File: src/rtl/multicycle_ctrl.sv
`default_nettype none
// ============================================================================
// Module      : multicycle_ctrl
// Description : Main control FSM for the multicycle RV32I core. Sequences
//               fetch, decode, execute, memory and writeback over a shared
//               datapath (one memory port, ALU, immediate extender and
//               register file), stalling on a single memory ready handshake.
//
// Ports       : clk        core clock, rising edge
//               rst_n      asynchronous active-low reset
//               op         instr[6:0] from the instruction register
//               zero       ALU zero flag
//               mem_ready  memory completes the current access this cycle
//               immsrc     extender format select (I=00 S=01 B=10 J=11)
//               pcwrite    PC register enable
//               adrsrc     memory address mux (0 PC, 1 result)
//               memwrite   memory write strobe
//               mem_req    memory access request
//               irwrite    instruction / OldPC register enable
//               resultsrc  result mux (00 ALUOut, 01 Data, 10 ALUResult)
//               alusrca    ALU A select (00 PC, 01 OldPC, 10 rd1)
//               alusrcb    ALU B select (00 rd2, 01 immext, 10 const 4)
//               aluop      ALU decoder op (00 add, 01 sub, 10 funct)
//               regwrite   register file write enable
//               illegal    one-cycle pulse on an unsupported opcode
//               state      current state code (debug)
//
// Revision    : 1.0 - initial release
// ============================================================================

module multicycle_ctrl #(
    parameter logic [3:0] RESET_STATE = 4'd0
) (
    input  logic       clk,
    input  logic       rst_n,
    input  logic [6:0] op,
    input  logic       zero,
    input  logic       mem_ready,
    output logic [1:0] immsrc,
    output logic       pcwrite,
    output logic       adrsrc,
    output logic       memwrite,
    output logic       mem_req,
    output logic       irwrite,
    output logic [1:0] resultsrc,
    output logic [1:0] alusrca,
    output logic [1:0] alusrcb,
    output logic [1:0] aluop,
    output logic       regwrite,
    output logic       illegal,
    output logic [3:0] state
);

    // ------------------------------------------------------------------------
    // State encoding
    // ------------------------------------------------------------------------
    typedef enum logic [3:0] {
        S_FETCH    = 4'd0,
        S_DECODE   = 4'd1,
        S_MEMADR   = 4'd2,
        S_MEMREAD  = 4'd3,
        S_MEMWB    = 4'd4,
        S_MEMWRITE = 4'd5,
        S_EXECR    = 4'd6,
        S_EXECI    = 4'd7,
        S_ALUWB    = 4'd8,
        S_BEQ      = 4'd9,
        S_JAL      = 4'd10,
        S_TRAP     = 4'd11
    } state_t;

    // An out-of-range reset code would park the FSM in an unreachable
    // state for one cycle; fall back to FETCH so reset is always clean.
    localparam state_t c_reset_state = (RESET_STATE <= 4'd11) ?
                                       state_t'(RESET_STATE) : S_FETCH;

    // ------------------------------------------------------------------------
    // Opcodes
    // ------------------------------------------------------------------------
    localparam logic [6:0] c_op_lw   = 7'b0000011;
    localparam logic [6:0] c_op_sw   = 7'b0100011;
    localparam logic [6:0] c_op_r    = 7'b0110011;
    localparam logic [6:0] c_op_ialu = 7'b0010011;
    localparam logic [6:0] c_op_beq  = 7'b1100011;
    localparam logic [6:0] c_op_jal  = 7'b1101111;

    // Mux encodings
    localparam logic [1:0] c_imm_i     = 2'b00;
    localparam logic [1:0] c_imm_s     = 2'b01;
    localparam logic [1:0] c_imm_b     = 2'b10;
    localparam logic [1:0] c_imm_j     = 2'b11;

    localparam logic [1:0] c_res_aluout = 2'b00;
    localparam logic [1:0] c_res_data   = 2'b01;
    localparam logic [1:0] c_res_alures = 2'b10;

    localparam logic [1:0] c_a_pc    = 2'b00;
    localparam logic [1:0] c_a_oldpc = 2'b01;
    localparam logic [1:0] c_a_rd1   = 2'b10;

    localparam logic [1:0] c_b_rd2   = 2'b00;
    localparam logic [1:0] c_b_imm   = 2'b01;
    localparam logic [1:0] c_b_four  = 2'b10;

    localparam logic [1:0] c_alu_add  = 2'b00;
    localparam logic [1:0] c_alu_sub  = 2'b01;
    localparam logic [1:0] c_alu_func = 2'b10;

    // ------------------------------------------------------------------------
    // Signals
    // ------------------------------------------------------------------------
    state_t r_state;
    state_t w_next_state;

    logic w_is_lw;
    logic w_is_sw;
    logic w_is_r;
    logic w_is_ialu;
    logic w_is_beq;
    logic w_is_jal;

    logic w_pcwrite;
    logic w_memwrite;
    logic w_mem_req;
    logic w_irwrite;
    logic w_regwrite;
    logic w_illegal;

    // ------------------------------------------------------------------------
    // Opcode decode
    // ------------------------------------------------------------------------
    assign w_is_lw   = (op == c_op_lw);
    assign w_is_sw   = (op == c_op_sw);
    assign w_is_r    = (op == c_op_r);
    assign w_is_ialu = (op == c_op_ialu);
    assign w_is_beq  = (op == c_op_beq);
    assign w_is_jal  = (op == c_op_jal);

    // Immediate format follows the opcode in every state so the extender
    // output is already valid when DECODE computes the branch/jump target.
    always_comb begin
        immsrc = c_imm_i;
        if (w_is_sw) begin
            immsrc = c_imm_s;
        end else if (w_is_beq) begin
            immsrc = c_imm_b;
        end else if (w_is_jal) begin
            immsrc = c_imm_j;
        end
    end

    // ------------------------------------------------------------------------
    // State register
    // ------------------------------------------------------------------------
    always_ff @(posedge clk or negedge rst_n) begin
        if (!rst_n) begin
            r_state <= c_reset_state;
        end else begin
            r_state <= w_next_state;
        end
    end

    // ------------------------------------------------------------------------
    // Next-state and output decode
    // ------------------------------------------------------------------------
    always_comb begin
        w_next_state = S_FETCH;
        w_pcwrite    = 1'b0;
        w_memwrite   = 1'b0;
        w_mem_req    = 1'b0;
        w_irwrite    = 1'b0;
        w_regwrite   = 1'b0;
        w_illegal    = 1'b0;
        adrsrc       = 1'b0;
        resultsrc    = c_res_aluout;
        alusrca      = c_a_pc;
        alusrcb      = c_b_rd2;
        aluop        = c_alu_add;

        case (r_state)
            S_FETCH: begin
                // PC+4 goes straight through ALUResult into the PC
                w_mem_req = 1'b1;
                alusrca   = c_a_pc;
                alusrcb   = c_b_four;
                resultsrc = c_res_alures;
                aluop     = c_alu_add;
                w_irwrite = mem_ready;
                w_pcwrite = mem_ready;
                w_next_state = mem_ready ? S_DECODE : S_FETCH;
            end

            S_DECODE: begin
                // OldPC + imm lands in ALUOut for a later BEQ/JAL
                alusrca = c_a_oldpc;
                alusrcb = c_b_imm;
                aluop   = c_alu_add;
                if (w_is_lw || w_is_sw) begin
                    w_next_state = S_MEMADR;
                end else if (w_is_r) begin
                    w_next_state = S_EXECR;
                end else if (w_is_ialu) begin
                    w_next_state = S_EXECI;
                end else if (w_is_beq) begin
                    w_next_state = S_BEQ;
                end else if (w_is_jal) begin
                    w_next_state = S_JAL;
                end else begin
                    w_next_state = S_TRAP;
                end
            end

            S_MEMADR: begin
                alusrca = c_a_rd1;
                alusrcb = c_b_imm;
                aluop   = c_alu_add;
                // Only lw/sw reach here; anything else is treated as a load
                // path would be wrong, so route non-stores back via MEMREAD
                // only for lw and otherwise to MEMWRITE for sw.
                if (w_is_sw) begin
                    w_next_state = S_MEMWRITE;
                end else if (w_is_lw) begin
                    w_next_state = S_MEMREAD;
                end else begin
                    w_next_state = S_FETCH;
                end
            end

            S_MEMREAD: begin
                w_mem_req = 1'b1;
                adrsrc    = 1'b1;
                resultsrc = c_res_aluout;
                w_next_state = mem_ready ? S_MEMWB : S_MEMREAD;
            end

            S_MEMWB: begin
                resultsrc  = c_res_data;
                w_regwrite = 1'b1;
                w_next_state = S_FETCH;
            end

            S_MEMWRITE: begin
                w_mem_req  = 1'b1;
                w_memwrite = 1'b1;
                adrsrc     = 1'b1;
                resultsrc  = c_res_aluout;
                w_next_state = mem_ready ? S_FETCH : S_MEMWRITE;
            end

            S_EXECR: begin
                alusrca = c_a_rd1;
                alusrcb = c_b_rd2;
                aluop   = c_alu_func;
                w_next_state = S_ALUWB;
            end

            S_EXECI: begin
                alusrca = c_a_rd1;
                alusrcb = c_b_imm;
                aluop   = c_alu_func;
                w_next_state = S_ALUWB;
            end

            S_ALUWB: begin
                resultsrc  = c_res_aluout;
                w_regwrite = 1'b1;
                w_next_state = S_FETCH;
            end

            S_BEQ: begin
                // Target already sits in ALUOut; the subtract only sets zero
                alusrca   = c_a_rd1;
                alusrcb   = c_b_rd2;
                aluop     = c_alu_sub;
                resultsrc = c_res_aluout;
                w_pcwrite = zero;
                w_next_state = S_FETCH;
            end

            S_JAL: begin
                // PC <- ALUOut (target), ALU meanwhile forms OldPC+4 for rd
                alusrca   = c_a_oldpc;
                alusrcb   = c_b_four;
                aluop     = c_alu_add;
                resultsrc = c_res_aluout;
                w_pcwrite = 1'b1;
                w_next_state = S_ALUWB;
            end

            S_TRAP: begin
                w_illegal = 1'b1;
                w_next_state = S_FETCH;
            end

            default: begin
                w_next_state = S_FETCH;
            end
        endcase
    end

    // ------------------------------------------------------------------------
    // Enables are forced low while reset is held: the state register already
    // sits at FETCH, whose decode would otherwise request memory.
    // ------------------------------------------------------------------------
    assign pcwrite  = w_pcwrite  & rst_n;
    assign memwrite = w_memwrite & rst_n;
    assign mem_req  = w_mem_req  & rst_n;
    assign irwrite  = w_irwrite  & rst_n;
    assign regwrite = w_regwrite & rst_n;
    assign illegal  = w_illegal  & rst_n;

    assign state = r_state;

endmodule

`default_nettype wire

File: config.mk
export PLATFORM = sky130hd
export DESIGN_NAME = multicycle_ctrl
export DESIGN_NICKNAME = d
export VERILOG_FILES = /design/src/rtl/multicycle_ctrl.sv
export SDC_FILE = /design/constraint.sdc
export NUM_CORES = 1
export LEC_CHECK = 0
export ABC_AREA = 1
export ABC_CLOCK_PERIOD_IN_PS = 2400
export BUFFER_PORTS_ARGS = -buffer_cell sky130_fd_sc_hd__buf_2
export CAP_MARGIN = 25
export CORE_AREA = 2 2 39 41
export CTS_CLUSTER_SIZE = 10
export DETAILED_ROUTE_END_ITERATION = 8
export DIE_AREA = 0 0 41 43
export HOLD_SLACK_MARGIN = 0.1
export PLACE_DENSITY = 0.76
export SYNTH_ARGS = -nofsm -noshare
export SYNTH_HDL_FRONTEND = slang
export SYNTH_SLANG_ARGS = --single-unit
export TNS_END_PERCENT = 20
File: constraint.sdc
create_clock -name clk -period 2.4 [get_ports clk]
set_input_delay 0.36 -clock clk [delete_from_list [all_inputs] [get_ports clk]]
set_output_delay 0.36 -clock clk [all_outputs]
set_load 0.01 [all_outputs]
==> key figures <==
Synth
  • Mapped Nets: 102
  • Post-Syn Area: 462.9 µm²
  • Top cell type's share of synthesized area: 21.62%
  • Synth Area in Compound Gates: 10.00%
  • Post-Synth Simple-Gate Area: 51.35%
  • Synth Area in Adders: 0%
  • Largest cells by area after synthesis: dfrtp_1, nand2_1, inv_1
  • XOR/XNOR share of the synthesized area: 0%
  • Post-synthesis mux area share: 0%
  • Register area share after synthesis: 21.62%
  • Syn Inst Count: 91
  • Synth Area per Inst: 5.087 µm²
  • Flops & latches, synth: 4
  • Largest family of logic cells by synthesized area: simple AND/OR/NAND/NOR gates
  • Yosys warnings: 0
  • Synth area leader: dfrtp_1
  • Count of cell types in the netlist: 11

Clock network
  • Clock-pin slew on the worst setup and hold paths: 30 ps
  • # clock sinks: 4
  • Worst skew pair latency: 230 ps
  • Clock buffer count from CTS: 3
  • Longest Clk Path Bufs: 2
  • PostCTS Resize Cnt: 0
  • CTS tree: yes
  • Hold_buf cts: 1
  • # Post-CTS Setup Buffers: 0
  • Root buffer cell: clkbuf_4
  • Htree depth: 1

Cells and area
  • FILL cells: 160
  • Design area: 670.6 µm²
  • Antenna fix cells: 0
  • Final net count: 139
  • Syn-to-layout area delta: 44.86%
  • Share of layout cells above drive strength 1: 26.98%
  • Largest register FFs: 4
  • Post-Route Utilization: 48.46%

Global routing
  • Vias in the first global route: 550
  • Gr ovfl total: 0
  • First-pass GRT wire length: 2145 µm
  • Initial antenna violation count: 0
  • GRT Total Usage: 17.86%
  • Largest net degree at the start of global routing: 8

Routing
  • Initial DRC Count: 9
  • WL final: 1281 µm
  • Detail-routed net length per standard cell: 9.021 µm
  • DR vias: 652
  • Vias per cell: 4.592
  • DRC: 0
  • Router iterations before antenna repair: 4
  • Post-DRT Antenna Nets: 0

Power and ir drop
  • P_sw: 0.3136 mW
  • PD cells: 919.0 nW/µm²
  • P_leak: 0.4601 nW
  • Sequential power share: 18.9%
  • Worst vdd ir: 0.3701 mV
  • Clock power share: 13.3%
  • Comb pwr share: 67.8%
  • Sw frac: 50.87%
  • P_int: 0.3028 mW

Placed design
  • DP Area: 638.1 µm²
  • Port Buffer Count: 31
  • Dpl ws: 893.2 ps
  • Final RePlAce weighted congestion: 0.7865
  • Post-DP HPWL: 1073 µm

Worst setup path
  • CP Capture Type: primary output
  • Worst Path Required: 2040 ps
  • Crit Path Class: input port to primary output
  • Crit Path Max Fanout: 6
  • Critical Path AT: 1530 ps
  • CP Launch Type: input port

Die
  • Core area: 1384 µm²
  • Initial Util: 33.45%
  • Rows: 14
  • Die footprint: 1763 µm²
  • I/O Pins: 32
  • Die width: 41 µm
  • Die Height: 43 µm

Timing
  • Slew HR: 83.88%
  • Count of final hold-check violations: 0
  • Tcrit/Tclk final: 78.59%
  • Final WS setup: 513.8 ps
  • Slew of the pin with the lowest slew margin: 240.0 ps
  • Final Setup Violations: 0
  • Clk_skew: 2.909 ps
  • Final Critical Period: 1886 ps
  • RSZ-0062 raised after global routing: false
  • Total negative slack: 0 ps
  • Pins Over Slew Limit: 0
  • F_max: 530.2 MHz

Hold path
  • Worst min path class: input port to flop

Flow run
  • Number of max-cap violations: 0

Status
  • Status: complete, no violations
==> critical path, cell delays in order <==
cell and delay, ps:
dlygate4sd3_1 510, buf_2 160, inv_1 110, a211oi_1 220
buf_2 160
==> cell usage after synthesis, drive strengths merged <==
library cell	count
inv	21
a211oi	1
nor2	19
nor3	2
nand4	2
o21ai	5
nand3	10
o211ai	1
nand2	25
dfrtp	4
a31oi	1
==> final cells by class <==
type	count	area, µm²	area share [%]
clock buffer	3	22.52	3.358
tap	16	20.02	2.985
inverter	21	78.83	11.75
multi-input combinational	66	284.0	42.35
timing repair buffer	32	165.2	24.63
sequential	4	100.1	14.93
==> per-stage QoR <==
step	hold slack [ps]	cells	power, mW
floorplan	64.41	91	0.3760
detailed placement	179.5	138	0.5342
finish	427.3	142	0.6164
global route	453.6	142	0.6947
global placement	179.3	138	0.5286
CTS	409.8	142	0.6203
==> cells in the final DEF, fill, tap and decap left out, drive strengths merged <==
master / Yosys / layout
a31oi: 1 / 1
o211ai: 1 / 1
o21ai: 5 / 5
buf: 0 / 31
clkbuf: 0 / 3
nor3: 2 / 2
nand4: 2 / 2
dlygate4sd3: 0 / 1
a211oi: 1 / 1
inv: 21 / 21
dfrtp: 4 / 4
nor2: 19 / 19
nand3: 10 / 10
nand2: 25 / 25
==> metal layers <==
layer / track usage [%] / vias up / part of all wire, %
met1: 21.57 / 265 / 44
met4: 10.00 / 0 / 0
met2: 27.19 / 33 / 47
li1: - / 354 / -
met5: 0 / - / 0
met3: 4.712 / 0 / 9.1
==> path summary, 6_finish.rpt <==
path,startpoint,slack [ps],endpoint,depth (start not counted)
min,mem_ready,430,state[2],3
min reg2reg,state[3],750,state[2],3
max reg2reg,state[1],1210,state[3],5
max,rst_n,510,regwrite,5
min in group asynchronous,rst_n,470,state[0],2
max in group asynchronous,rst_n,1800,state[2],2
==> power groups by stage <==
| stage | logic [mW] | registers [mW] | clock network [mW] |
|---|---|---|---|
| floorplan | 0.248 | 0.128 | 0 |
| global placement | 0.413 | 0.116 | 0 |
| detailed placement | 0.417 | 0.118 | 0 |
| CTS | 0.418 | 0.117 | 0.0855 |
| global route | 0.480 | 0.122 | 0.0925 |
| finish | 0.418 | 0.117 | 0.0820 |
==> cell families after synthesis <==
logic type | after synthesis
AND/OR/NAND/NOR | 58
flip-flops | 4
AO/OA/AOI/OAI | 8
buffers and inverters | 21
Note: power is estimated with default switching activity, not from simulation.
